<file path="src/rtl/alu_pkg.sv">
// Shared types and constants for the ALU instruction sequencer.
//   DW    : datapath width (matches the external ALU operands)
//   NREG  : register file depth, AW its address width
//   alu_op_e : 3-bit ALU opcode
//   instr_t  : packed 16-bit instruction word layout
//   state_e  : sequencer FSM states
package alu_pkg;

  localparam int DW   = 8;
  localparam int NREG = 4;
  localparam int AW   = $clog2(NREG);

  typedef enum logic [2:0] {
    OP_ADD = 3'b000,
    OP_SUB = 3'b001,
    OP_SHL = 3'b010,
    OP_SHR = 3'b011,
    OP_AND = 3'b100,
    OP_OR  = 3'b101,
    OP_XOR = 3'b110,
    OP_EQ  = 3'b111
  } alu_op_e;

  typedef struct packed {
    alu_op_e    op;       // [15:13]
    logic [1:0] rd;       // [12:11]
    logic [1:0] rs1;      // [10:9]
    logic [1:0] rs2;      // [8:7]
    logic       imm_sel;  // [6]
    logic [5:0] imm;      // [5:0]
  } instr_t;

  typedef enum logic [1:0] {
    ST_IDLE   = 2'd0,
    ST_DECODE = 2'd1,
    ST_EXEC   = 2'd2,
    ST_WB     = 2'd3
  } state_e;

endpackage

</file>
<file path="src/rtl/alu_regfile.sv">
// NREG x DW register file: one write port, two asynchronous read ports,
// cleared asynchronously by reset_n.
//   clk, reset_n           : clock / async active-low clear
//   we_i, waddr_i, wdata_i : write port
//   raddr_a_i, rdata_a_o   : read port A
//   raddr_b_i, rdata_b_o   : read port B
module alu_regfile
  import alu_pkg::*;
(
  input  logic          clk,
  input  logic          reset_n,
  input  logic          we_i,
  input  logic [AW-1:0] waddr_i,
  input  logic [DW-1:0] wdata_i,
  input  logic [AW-1:0] raddr_a_i,
  input  logic [AW-1:0] raddr_b_i,
  output logic [DW-1:0] rdata_a_o,
  output logic [DW-1:0] rdata_b_o
);

  logic [DW-1:0] mem_q [NREG];
  logic [DW-1:0] mem_d [NREG];

  always_comb begin
    mem_d = mem_q;
    if (we_i) mem_d[waddr_i] = wdata_i;
  end

  always_ff @(posedge clk or negedge reset_n) begin
    if (!reset_n) begin
      for (int i = 0; i < NREG; i++) mem_q[i] <= '0;
    end else begin
      mem_q <= mem_d;
    end
  end

  assign rdata_a_o = mem_q[raddr_a_i];
  assign rdata_b_o = mem_q[raddr_b_i];

endmodule

</file>
<file path="src/rtl/alu_instr_sequencer.sv">
// Multi-cycle front end for the external combinational 8-bit ALU.
// Accepts one instruction per 4 cycles, reads operands from the internal
// register file, drives the ALU, captures its result and writes it back.
//   clk, reset_n                    : clock / async active-low reset
//   instr_valid_i, instr_i,
//   instr_ready_o                   : instruction handshake
//   ld_en_i, ld_addr_i, ld_data_i   : register file load (IDLE only)
//   op_o, a_o, b_o                  : registered ALU control / operands
//   alu_res_i                       : ALU result
//   done_o, rd_o, result_o          : write-back pulse, destination, value
//
// state   | meaning
// IDLE    | ready for an instruction; register loads honoured
// DECODE  | operands read from register file / immediate
// EXEC    | ALU driven with held operands; result captured at cycle end
// WB      | result written to RF[rd]; done_o pulses
module alu_instr_sequencer
  import alu_pkg::*;
(
  input  logic          clk,
  input  logic          reset_n,
  input  logic          instr_valid_i,
  input  logic [15:0]   instr_i,
  output logic          instr_ready_o,
  input  logic          ld_en_i,
  input  logic [AW-1:0] ld_addr_i,
  input  logic [DW-1:0] ld_data_i,
  output logic [2:0]    op_o,
  output logic [DW-1:0] a_o,
  output logic [DW-1:0] b_o,
  input  logic [DW-1:0] alu_res_i,
  output logic          done_o,
  output logic [AW-1:0] rd_o,
  output logic [DW-1:0] result_o
);

  state_e        state_q, state_d;
  instr_t        instr_q, instr_d;
  alu_op_e       op_q, op_d;
  logic [DW-1:0] a_q, a_d, b_q, b_d;
  logic [DW-1:0] result_q, result_d;
  logic [AW-1:0] rd_q, rd_d;

  logic          rf_we;
  logic [AW-1:0] rf_waddr;
  logic [DW-1:0] rf_wdata;
  logic [DW-1:0] rf_rdata_a, rf_rdata_b;

  // The single RF write port is shared: external loads in IDLE,
  // write-back in WB. The two can never collide.
  always_comb begin
    state_d  = state_q;
    instr_d  = instr_q;
    op_d     = op_q;
    a_d      = a_q;
    b_d      = b_q;
    result_d = result_q;
    rd_d     = rd_q;
    rf_we    = 1'b0;
    rf_waddr = ld_addr_i;
    rf_wdata = ld_data_i;
    unique case (state_q)
      ST_IDLE: begin
        rf_we = ld_en_i;
        if (instr_valid_i) begin
          instr_d = instr_t'(instr_i);
          state_d = ST_DECODE;
        end
      end
      ST_DECODE: begin
        op_d    = instr_q.op;
        a_d     = rf_rdata_a;
        b_d     = instr_q.imm_sel ? DW'(instr_q.imm) : rf_rdata_b;
        state_d = ST_EXEC;
      end
      ST_EXEC: begin
        // result_o/rd_o are the capture registers themselves, so they are
        // valid in WB and hold until the next write-back.
        result_d = alu_res_i;
        rd_d     = instr_q.rd;
        state_d  = ST_WB;
      end
      ST_WB: begin
        rf_we    = 1'b1;
        rf_waddr = rd_q;
        rf_wdata = result_q;
        state_d  = ST_IDLE;
      end
      default: state_d = ST_IDLE;
    endcase
  end

  always_ff @(posedge clk or negedge reset_n) begin
    if (!reset_n) begin
      state_q  <= ST_IDLE;
      instr_q  <= '0;
      op_q     <= OP_ADD;
      a_q      <= '0;
      b_q      <= '0;
      result_q <= '0;
      rd_q     <= '0;
    end else begin
      state_q  <= state_d;
      instr_q  <= instr_d;
      op_q     <= op_d;
      a_q      <= a_d;
      b_q      <= b_d;
      result_q <= result_d;
      rd_q     <= rd_d;
    end
  end

  alu_regfile u_regfile (
    .clk       (clk),
    .reset_n   (reset_n),
    .we_i      (rf_we),
    .waddr_i   (rf_waddr),
    .wdata_i   (rf_wdata),
    .raddr_a_i (instr_q.rs1),
    .raddr_b_i (instr_q.rs2),
    .rdata_a_o (rf_rdata_a),
    .rdata_b_o (rf_rdata_b)
  );

  // Gated with reset_n so the block never advertises ready while held in reset.
  assign instr_ready_o = (state_q == ST_IDLE) && reset_n;
  assign done_o        = (state_q == ST_WB);
  assign op_o          = op_q;
  assign a_o           = a_q;
  assign b_o           = b_q;
  assign rd_o          = rd_q;
  assign result_o      = result_q;

endmodule

</file>
<file path="config.mk">
export PLATFORM = sky130hd
export DESIGN_NAME = alu_instr_sequencer
export DESIGN_NICKNAME = d
export VERILOG_FILES = /design/src/rtl/alu_pkg.sv /design/src/rtl/alu_regfile.sv /design/src/rtl/alu_instr_sequencer.sv
export SDC_FILE = /design/constraint.sdc
export NUM_CORES = 1
export LEC_CHECK = 0
export ABC_AREA = 1
export BUFFER_PORTS_ARGS = -buffer_cell sky130_fd_sc_hd__buf_2
export CORE_MARGIN = 3
export CORE_UTILIZATION = 45
export CTS_CLUSTER_DIAMETER = 50
export DETAILED_ROUTE_END_ITERATION = 10
export GPL_ROUTABILITY_DRIVEN = 0
export PLACE_DENSITY_LB_ADDON = 0.12
export RECOVER_POWER = 50
export SLEW_MARGIN = 20
export SYNTH_ARGS = -nofsm -noshare
export SYNTH_HDL_FRONTEND = slang
export SYNTH_SLANG_ARGS = --single-unit
</file>
<file path="constraint.sdc">
create_clock -name clk -period 3.8 [get_ports clk]
set_input_delay 0.19 -clock clk [delete_from_list [all_inputs] [get_ports clk]]
set_output_delay 0.19 -clock clk [all_outputs]
set_load 0.01 [all_outputs]
</file>
# Word-level counts from Yosys, hierarchy flattened
# Cells that the tools add are included.
word_totals:
  ff_bits: 79
  input_bits: 38
op_classes:
  order_cmp: 4
  n_eq_ne: 4
  n_mux: 15
  bitwise: 3
  reduce_logical: 4
ops:
  columns: ["operator", "count"]
  rows:
  - ["$mux 8", 7]
  - ["$bmux 8 s2", 2]
  - ["$bwmux 32", 1]
  - ["$demux 8 s2", 1]
  - ["$ge 3x3->1 const B", 3]
  - ["$not 2->3", 3]
  - ["$pmux 2 s4", 1]
  - ["$eq 2x2->1 const B", 2]
  - ["$mux 2", 2]
  - ["$lt 3x1->1 const B", 1]
  - ["$eq 2x1->1 const B", 1]
  - ["$logic_and 1x1->1", 2]
  - ["$logic_not 2->1", 1]
  - ["$ne 2x2->1 const B", 1]
  - ["$pmux 1 s2", 1]
  - ["$reduce_and 2->1", 1]

# Depth between registers and ports, before layout
# Gate-level depths: netlist of the first run.
logic_depth:
  word_depth: 8
  mapped_depth: 9
  depth_no_buf: 8

# Modules after synthesis
# Synthesis of the first run repeated with hierarchy kept, for this count alone.
unflattened:
  cells_unflattened: 548
  area_unflattened_um2: 4116.4
by_module_without_submodules:
  columns: ["mod", "instances", "cells_per_inst", "area_per_inst_um2", "seq_area_each_um2"]
  rows:
  - ["alu_instr_sequencer", 1, 251, 2063.2, 1176.1]
  - ["alu_regfile", 1, 297, 2053.2, 800.8]

# Least setup slack after synthesis of the first run
# No wires, ideal clock.
synth_path:
  kind: "register -> register"
  start: "register state_q[1]"
  end: "register u_regfile.mem_q[10] (netlist name)"
  setup_time_ps: 117
  arrival_ps: 1481
  path_slack_ps: 2201
  stages_incl_launch_ff: 8
  path_buffers: 1
  period_less_slack_ps: 1599
  path_cell_list: "dfrtp_1 -> ha_1 -> inv_2 -> buf_2 -> a21oi_4 -> nand2_1 -> nand2_1 -> nand2_1"
synth_between:
  elab_chain_cells: 8
  elab_cells_between_ends: 12
  cone_classes: "order compare: 2; eq/ne: 1; mux: 6; bitwise: 1; reduce/logical: 2"
synth_lines:
  columns: ["item", "line", "text"]
  rows:
  - ["from (decl)", "alu_instr_sequencer.sv:37", "state_e state_q, state_d;"]
  - ["from (signal assigned)", "alu_instr_sequencer.sv:103", "state_q <= state_d;"]
  - ["$eq 2x2->1 *", null, null]
  - ["named net done_o", "alu_instr_sequencer.sv:32", "output logic done_o,"]
  - ["$mux 2", "alu_instr_sequencer.sv:62", "unique case (state_q)"]
  - ["$not 2->3 (not written as such)", "alu_regfile.sv:26", "if (we_i) mem_d[waddr_i] = wdata_i;"]
  - ["$ge 3x3->1 (not written as such) / $lt 3x1->1 (equally long branches)", "alu_regfile.sv:26", null]
  - ["$logic_and 1x1->1 (not written as such)", "alu_regfile.sv:26", null]
  - ["$mux 8 (not written as such)", "alu_regfile.sv:26", null]
  - ["$demux 8 s2", "alu_regfile.sv:26", null]
  - ["$bwmux 32", "alu_regfile.sv:26", null]
  - ["to (signal assigned)", "alu_regfile.sv:33", "mem_q <= mem_d;"]
  - ["to (decl)", "alu_regfile.sv:21", "logic [DW-1:0] mem_q [NREG];"]
# The timed path passes the listed nets; every way through them passes the cells marked *.
# A chain may end at the register's enable or synchronous reset.

==> metrics, run 1 <==
global route overflow 0; Comb power frac around two fifths; Hold Path End result_o[0]$_DFFE_PN0N_; Worst Reg-to-Reg Cells 6; final hold violation count 0; Power Total approximately 0.0040 W; clk slew on worst S/H paths 0.07 ns; Peak Freq 0.398 GHz; endpoints failing setup 0; Syn. warnings 0; hold_ws 0.0505 ns; fraction of layout cells with a size suffix above 1 11.9%; later-pin clock latency in the skew report 0.35 ns; worst rel slew slack 6.41%; hpwl dp 6450 µm; register area between 1500 and 2000 µm²; Initial DRC Count 152; Critical Path AT between 2 and 3 ns; DRC errors left 0; WL/cell approximately 13 µm; largest cells by area after synthesis dfrtp_1 (51%), nand2_1 (23%), nand3_1 (5.4%), nor2_1 (4.9%), o21ai_0 (3.5%); total CTS buffers 9; antenna-violating nets left 0; Pint roughly 0.0023 W; Longest Clk Path Bufs 2; drt total wl 8850 µm; status finished clean; Hold Path Depth 3; Hold-fix buffers, CTS 1; clk sinks between 70 and 80; Initial Utilization 46.8%; via count 3335; Synth top area share 50.9%; Worst Hold Launch alu_res_i[0]; Clock Skew approximately 0.011 ns; Die Span Y 98.9 µm; final design utilization 53.9%; clock share of power around a fifth; HP Class input pin to flop; # diodes 0; core footprint 8300 µm²; wire length of the first global-routing pass between 15000 and 20000 µm; Switching Share approximately 43%; antenna violations before repair 0; Crit. End Element asynchronous set/reset pin; CTS H-tree depth 3; Synth Instances about 520; nets 618; Avg Vias per Cell approximately 5; Finished Layout Cells 686; Die ar. 9780 µm²; syn nets ~560; Reg power frac 39.9%; placed cells 669; crit path max fanout 57; RSZ-0062 raised after global routing no; reg-to-reg critical path startpoint state_q[1]$_DFFE_PN0P_; largest net degree at the start of global routing 58; gr usage total 19.2%; CTS tree done; Std-Cell Rows 33; Slew Limit Fails 0; drt first pass iters 4; root buf cell clkbuf_8; #FFs+latches synth 79; R2R Setup Slk 1.57 ns; worst setup path startpoint reset_n; Resized Gates After CTS 0; Slew @ Worst Pin approximately 1.4 ns; Sum Neg Setup Slack 0 ns; cell taking the most area after synthesis dfrtp_1; Distinct cells, synth 18; Die X-Extent a little under 100 µm; proportion of synthesized chip area in sequential cells just over 50%; port bufs 68; crit path kind input pin to asynchronous set/reset pin; Startpoint Class input pin; I/O pin count 69; area growth from synthesis to layout 15.2%; pwr dens a little under 900 nW/µm²; fillers 833; P_sw 0.00171 W; vias in the first global route 3175; CP Data Required Time 4.06 ns; multi-input logic area 1690 µm²; Max-Cap Viols 0; Post-CTS Setup Inserts 0; Final Cycle Share 66.2%; synthesized area 3880 µm²; final worst path period need 2.51 ns; r2r endpoint b_o[6]$_DFFE_PN0N_; maximum vdd drop 0.000379 V; leak pwr 2.38 nW; syn avg cell area 7.54 µm²
==> how the worst max path moves through the flow <==
| stage | end | depth (start not counted) |
|---|---|---|
| global route | u_regfile.mem_q[23]$_DFFE_PN0P_ | 3 |
| finish | u_regfile.mem_q[26]$_DFFE_PN0P_ | 3 |
| global placement | b_o[6]$_DFFE_PN0N_ | 6 |
| CTS | b_o[6]$_DFFE_PN0N_ | 6 |
| detailed placement | b_o[6]$_DFFE_PN0N_ | 6 |
| floorplan | u_regfile.mem_q[10]$_DFFE_PN0P_ | 7 |
==> synth_stat cells (all sizes together) <==
library cell  number
nand2            235
dfrtp             79
nor2              55
nand3             43
inv               29
o21ai             27
clkbuf            13
mux2              10
a21oi              9
buf                7
clkinv             4
ha                 4
==> per-layer routing <==
layer / wire length (µm) / global-route usage (%) / up-vias
li1: - / - / 1726
met1: 4390 / 27.4 / 1482
met2: 3660 / 28.3 / 107
met3: 585 / 3.61 / 20
met4: 220 / 9.03 / 0
met5: 0 / 0 / -
==> cells by family (layout without fill, tap and decap cells) <==
kind of cell,after synthesis,after routing,synth area share (%)
adder cells (fa/ha/maj),4,4,1.29
flip-flops,79,79,50.9
multiplexers,10,10,2.90
AND/OR/NAND/NOR,333,333,34.3
AO/OA/AOI/OAI,36,36,4.93
buffers and inverters,53,119,5.67
==> cells in the final DEF (no fill, tap or decap), drive strengths merged <==
master,n
inv,29
nor2,55
nand3,43
clkinv,4
a21oi,9
dlygate4sd3,1
bufinv,3
mux2,10
clkbuf,44
nand2,235
dfrtp,79
buf,38
ha,4
o21ai,27
==> critical path, cell delays in order <==
cell	delay (ns)
dlygate4sd3_1	0.52
clkbuf_2	1.03
clkbuf_1	1.00
==> power by group through the flow <==
stage               combinational, W  clock, W  sequential, W
floorplan                    0.00128         0        0.00149
global placement             0.00165         0        0.00158
detailed placement           0.00168         0        0.00158
CTS                          0.00168  0.000773        0.00157
global route                 0.00190  0.000803        0.00164
finish                       0.00163  0.000752        0.00158
==> stage by stage <==
stage	cell area [µm²]	worst slack, ns
2_1_floorplan	3880	2.20
3_3_place_gp	4270	1.67
3_5_place_dp	4270	1.57
4_1_cts	4520	1.53
5_1_grt	4480	0.807
6_report	4480	1.29
==> layout make-up <==
| type | count | area share [%] |
|---|---|---|
| well taps | 105 | 2.93 |
| multi-input cells | 383 | 37.7 |
| clock inverters | 3 | 2.01 |
| flip-flops and latches | 79 | 44.2 |
| inverters | 33 | 2.77 |
| clock buffers | 13 | 3.33 |
| repair buffers | 70 | 7.10 |
==> sequential cells by signal (all words and copies together), names as in the netlist <==
register and flops:
op_o 3, a_o 8, b_o 8, result_o 8
rd_o 2, state_q 2, instr_q 16, u_regfile.mem_q 32
Power figures use the tool's default switching activity.
==> run 2: changes to the inputs <==
--- a/config.mk
+++ b/config.mk
@@ -5,7 +5,7 @@
 export SDC_FILE = /design/constraint.sdc
 export NUM_CORES = 1
 export LEC_CHECK = 0
-export ABC_AREA = 1
+export ABC_AREA = 0
 export BUFFER_PORTS_ARGS = -buffer_cell sky130_fd_sc_hd__buf_2
 export CORE_MARGIN = 3
 export CORE_UTILIZATION = 45
==> constraint.sdc (replaced) <==
create_clock -name clk -period 2.1 [get_ports clk]
set_input_delay 0.105 -clock clk [delete_from_list [all_inputs] [get_ports clk]]
set_output_delay 0.105 -clock clk [all_outputs]
set_load 0.01 [all_outputs]
==> metrics, run 2 <==
drt first pass iters 4; wire length of the first global-routing pass 11900 µm; top-count cell post-synth dfrtp_1; Sum Neg Setup Slack 0 ns; total CTS buffers 9; worst rel slew slack around 40%; CTS H-tree depth 3; Area after DPL 4190 µm²; RSZ-0062 raised after global routing no; I/O pin count ~70; Slew Limit Fails 0; Critical Path AT 2.21 ns; final design utilization 59.4%; clk slew on worst S/H paths 0.08 ns; synthesized area 3650 µm²; Initial DRC Count 71; largest cells by area after synthesis dfrtp_1 (54%), mux2_2 (24%), mux4_2 (9.9%), a211oi_4 (2.2%), mux2i_1 (1.6%); fraction of layout cells with a size suffix above 1 49.9%; DRC errors left 0; # diodes 0; hpwl dp 5250 µm; Clock Skew 0.00947 ns; CTS tree done; Avg Vias per Cell 5.06; status finished clean; syn avg cell area 15.7 µm²; Synth Flop Type dfrtp_1; Post-synth EDFFs 0; final worst path period need ~2.0 ns; area growth from synthesis to layout 27.1%; Std-Cell Rows 32; crit path max fanout 9; commonest non-fill, non-tap cell in the layout dfrtp_1; Syn. warnings 0; Crit. End Element flop; Distinct cells, synth 22; r2r endpoint u_regfile.mem_q[13]$_DFFE_PN0P_; syn nets 274; worst setup path startpoint state_q[0]$_DFFE_PN0P_; Setup WS post-layout about 0.11 ns; FFs w/ async S/R, synth 100%; top post-synthesis cells by count dfrtp_1 (79), mux2_2 (78), mux4_2 (16); commonest cells after routing, fill and taps aside dfrtp_1 (79), mux2_2 (78), buf_2 (38); Die Span Y 96.0 µm; antenna violations before repair 0; Slew @ Worst Pin 0.910 ns; largest registers u_regfile.mem_q: 32 flops, instr_q: 16 flops; #FFs+latches synth between 70 and 80; antenna-violating nets left 0; via count roughly 2300; proportion of synthesized chip area in sequential cells 54.2%; Synth top area share 54.2%; final hold violation count 0; reg-to-reg critical path startpoint state_q[0]$_DFFE_PN0P_; root buf cell clkbuf_8; CP Data Required Time 2.32 ns; pwr dens 1570 nW/µm²; largest net degree at the start of global routing 36; crit path kind flop to flop; nets 380; endpoints failing setup 0; core footprint just under 8000 µm²; Synth Instances roughly 230; HP Class input pin to flop; worst setup path endpoint u_regfile.mem_q[13]$_DFFE_PN0P_; Startpoint Class flop; global route overflow 0; leak pwr 1.99 nW; max reg flops 32; cell taking the most area after synthesis dfrtp_1; Die ar. 9220 µm²; setup slack at placement just over 0.05 ns; Worst Reg-to-Reg Cells 5; port bufs 68; clk sinks 79; Hold Path Depth 2; Peak Freq 0.503 GHz; drt total wl 7440 µm; Max-Cap Viols 0; post-route cell area 4640 µm²; Reg with most FFs u_regfile.mem_q; Longest Clk Path Bufs 2; Die X-Extent 96.0 µm; WL/cell 16.7 µm; Initial Utilization 46.7%; gr usage total 17.4%; later-pin clock latency in the skew report approximately 0.34 ns; maximum vdd drop 0.000604 V; vias in the first global route 2293; Final Cycle Share 94.6%; R2R Setup Slk 0.11 ns
## run 2: cell types whose count changed after synthesis, moves of 4 or more
cell,delta
o21ai_0,-24
mux4_2,+16
nand3_1,-42
clkinv_1,-4
nor2_1,-43
mux2i_1,+6
a211oi_4,+4
mux2_2,+68
nand2_1,-233
clkbuf_1,-6
inv_1,-23
## run 2: worst min-delay path by stage
stage                           from                       to  slack (ns)
final                     instr_i[0]   instr_q[0]$_DFFE_PN0P_        0.03
after global routing      instr_i[0]   instr_q[0]$_DFFE_PN0P_        0.01
after CTS                 instr_i[1]   instr_q[1]$_DFFE_PN0P_       0.009
after detailed placement     reset_n   instr_q[2]$_DFFE_PN0P_        0.09
after global placement       reset_n  instr_q[11]$_DFFE_PN0P_        0.09
after floorplan              reset_n       a_o[0]$_DFFE_PN0N_       -0.19
## run 2: power breakdown
| group | internal (W) | switching, W |
|---|---|---|
| logic | 0.00180 | 0.00125 |
| registers | 0.00230 | 0.000676 |
| clock network | 0.000740 | 0.000532 |
| total | 0.00483 | 0.00245 |
## run 2: kinds of logic (layout without fill, tap and decap cells)
logic type,after synthesis,after routing,synth area share [%]
simple gates,16,16,2.64
flops,79,79,54.2
fa+ha+maj,4,4,1.37
mux,101,101,36.0
buf+inv,17,128,2.02
compound gates,15,15,3.77
## run 2: per-stage QoR
| stage | cells | power [W] | hold WS, ns |
|---|---|---|---|
| 2_1_floorplan | 232 | 0.00510 | -0.191 |
| 3_3_place_gp | 404 | 0.00602 | 0.0884 |
| 3_5_place_dp | 404 | 0.00612 | 0.0851 |
| 4_1_cts | 444 | 0.00744 | 0.00898 |
| 5_1_grt | 445 | 0.00780 | 0.0147 |
| 6_report | 445 | 0.00729 | 0.0300 |
## run 2: per-layer routing
layer  global-route usage (%)  routed length (µm)  part of all wire [%]  vias to the layer above
met5                        0                   0                     0                        -
met4                     4.98                  56                  0.75                        0
met3                     3.60                 293                   3.9                        6
met2                     27.5                3550                    48                       55
met1                     24.3                3540                    48                     1133
li1                         -                   -                     -                     1058
## run 2: area by class of cell
type                            instances  area, µm²
Fill cell                             659       3170
Tap cell                              102        128
Clock inverter                          4       76.3
Sequential cell                        79       1980
Multi-Input combinational cell        136       1600
Inverter                                5       18.8
Timing Repair Buffer                  107        679
Clock buffer                           12        155
## run 2: what timing repair did
action	4_1_cts	5_1_grt
resized for setup	0	2
buffers inserted	0	0
hold buffers	24	1
endpoints found under the hold margin	55	1
endpoints found under the setup margin	0	32
## run 2: critical path: stages, from the launching register on
cell and delay [ns]:
dfrtp_1 0.40, ha_2 0.30, mux2_2 0.41, a211oi_4 0.27
buf_12 0.16, mux2_2 0.33
==> run 3: changes to the inputs <==
--- a/config.mk
+++ b/config.mk
@@ -12,7 +12,7 @@
 export CTS_CLUSTER_DIAMETER = 50
 export DETAILED_ROUTE_END_ITERATION = 10
 export GPL_ROUTABILITY_DRIVEN = 0
-export PLACE_DENSITY_LB_ADDON = 0.12
+export PLACE_DENSITY = 0.7
 export RECOVER_POWER = 50
 export SLEW_MARGIN = 20
 export SYNTH_ARGS = -nofsm -noshare
==> metrics, run 3 (synthesis gave the netlist of run 2 again) <==
status finished clean; r2r endpoint u_regfile.mem_q[0]$_DFFE_PN0P_; CTS H-tree depth 3; # diodes 0; Longest Clk Path Bufs 2; Die ar. 9220 µm²; R2R Setup Slk about 0.12 ns; Critical Path AT 2.23 ns; global route overflow 0; Final Cycle Share a little over nine tenths; area growth from synthesis to layout 26.5%; DRC errors left 0; HP Class input pin to flop; reg-to-reg critical path startpoint state_q[0]$_DFFE_PN0P_; port bufs 68; later-pin clock latency in the skew report 0.36 ns; Slew Limit Fails 0; Initial DRC Count 53; Crit. End Element flop; Die Span Y a little under 100 µm; worst setup path endpoint u_regfile.mem_q[0]$_DFFE_PN0P_; register area 1980 µm²; crit path max fanout 9; largest registers u_regfile.mem_q: 32 flops, instr_q: 16 flops; Reg with most FFs u_regfile.mem_q; wire length of the first global-routing pass 12200 µm; commonest non-fill, non-tap cell in the layout dfrtp_1; endpoints failing setup 0; Worst Reg-to-Reg Cells 6; nets 380; Area after DPL between 4000 and 5000 µm²; total CTS buffers 9; core footprint 7810 µm²; worst setup path startpoint state_q[0]$_DFFE_PN0P_; maximum vdd drop 0.000639 V; crit path kind flop to flop; WL/cell 16.8 µm; gr usage total 17.9%; clk sinks 79; root buf cell clkbuf_8; Clock Skew about 0.012 ns; Sum Neg Setup Slack 0 ns; final design utilization 59.1%; commonest cells after routing, fill and taps aside dfrtp_1 (79), mux2_2 (78), buf_2 (49); multi-input logic area 1600 µm²; Avg Vias per Cell 5.12; antenna violations before repair 0; fraction of layout cells with a size suffix above 1 between 50% and 60%; CP Data Required Time 2.34 ns; leak pwr 2.00 nW; hpwl dp around 5200 µm; Post-CTS Setup Inserts 0; Max-Cap Viols 0; Startpoint Class flop; final worst path period need 1.98 ns; CTS tree done; I/O pin count a little under 70; Initial Utilization 46.7%; antenna-violating nets left 0; max reg flops 32; worst rel slew slack 41.4%; largest net degree at the start of global routing 38; final hold violation count 0; clk slew on worst S/H paths 0.09 ns; post-route cell area 4610 µm²; Peak Freq 0.504 GHz; Slew @ Worst Pin a little under 0.9 ns; pwr dens approximately 1500 nW/µm²; drt first pass iters 4; Die X-Extent 96.0 µm; RSZ-0062 raised after global routing no; fillers between 600 and 700; via count 2277; vias in the first global route 2409; drt total wl 7470 µm; Std-Cell Rows 32
[run 3: cell count changes in the layout (fill, tap and decap cells not counted), sizes merged]
cell         previous run  this run
buf                    50        60
bufinv                  2         0
clkinvlp                1         2
inv                     6        10
clkbuf                 44        30
dlygate4sd3            25        26
[run 3: critical path, cell delays in order (launching register included)]
cell      delay [ns]
dfrtp_1         0.42
ha_1            0.28
buf_4           0.21
mux2i_2         0.20
a211oi_4        0.27
buf_12          0.16
mux2_2          0.33
[run 3: metrics by stage]
step,setup slack [ns],std cells,hold WS (ns),total power (W)
after floorplan,0.160,232,-0.191,0.00510
after global placement,0.161,403,0.0884,0.00602
after detailed placement,0.138,403,0.0874,0.00613
after CTS,0.124,445,0.155,0.00724
after global routing,0.0430,445,0.165,0.00761
final,0.116,445,0.170,0.00712
[run 3: layer usage]
| layer | up-vias | wire length, µm | GRT usage [%] |
|---|---|---|---|
| met4 | 0 | 80 | 4.98 |
| met2 | 58 | 3500 | 27.7 |
| met1 | 1151 | 3520 | 24.9 |
| met5 | - | 0 | 0 |
| met3 | 8 | 369 | 4.85 |
| li1 | 1060 | - | - |
[run 3: worst min path at each step]
stage	from	end	cells past startpoint
after floorplan	reset_n	a_o[0]$_DFFE_PN0N_	0
after global routing	ld_data_i[5]	u_regfile.mem_q[5]$_DFFE_PN0P_	3
after global placement	reset_n	instr_q[15]$_DFFE_PN0P_	1
final	ld_data_i[5]	u_regfile.mem_q[5]$_DFFE_PN0P_	3
after CTS	ld_data_i[5]	u_regfile.mem_q[5]$_DFFE_PN0P_	3
after detailed placement	reset_n	op_o[2]$_DFFE_PN0N_	1
[run 3: report_power, final]
part | switching [W] | internal (W) | total (W) | leakage, nW
Clock | 0.000607 | 0.000454 | 0.00106 | 0.0892
Sequential | 0.000673 | 0.00229 | 0.00297 | 0.949
Combinational | 0.00127 | 0.00182 | 0.00309 | 0.966
Total | 0.00255 | 0.00457 | 0.00712 | 2.00
[run 3: cell type report]
class	count	area share [%]
well taps	102	2.77
clock inverters	7	1.33
multi-input cells	136	34.6
inverters	5	0.407
repair buffers	107	15.4
flip-flops and latches	79	42.9
clock buffers	9	2.69
[run 3: what timing repair did]
action                                 in CTS  in global routing
hold buffers                               26                  0
resized for setup                           0                  0
endpoints found under the hold margin      59                  0
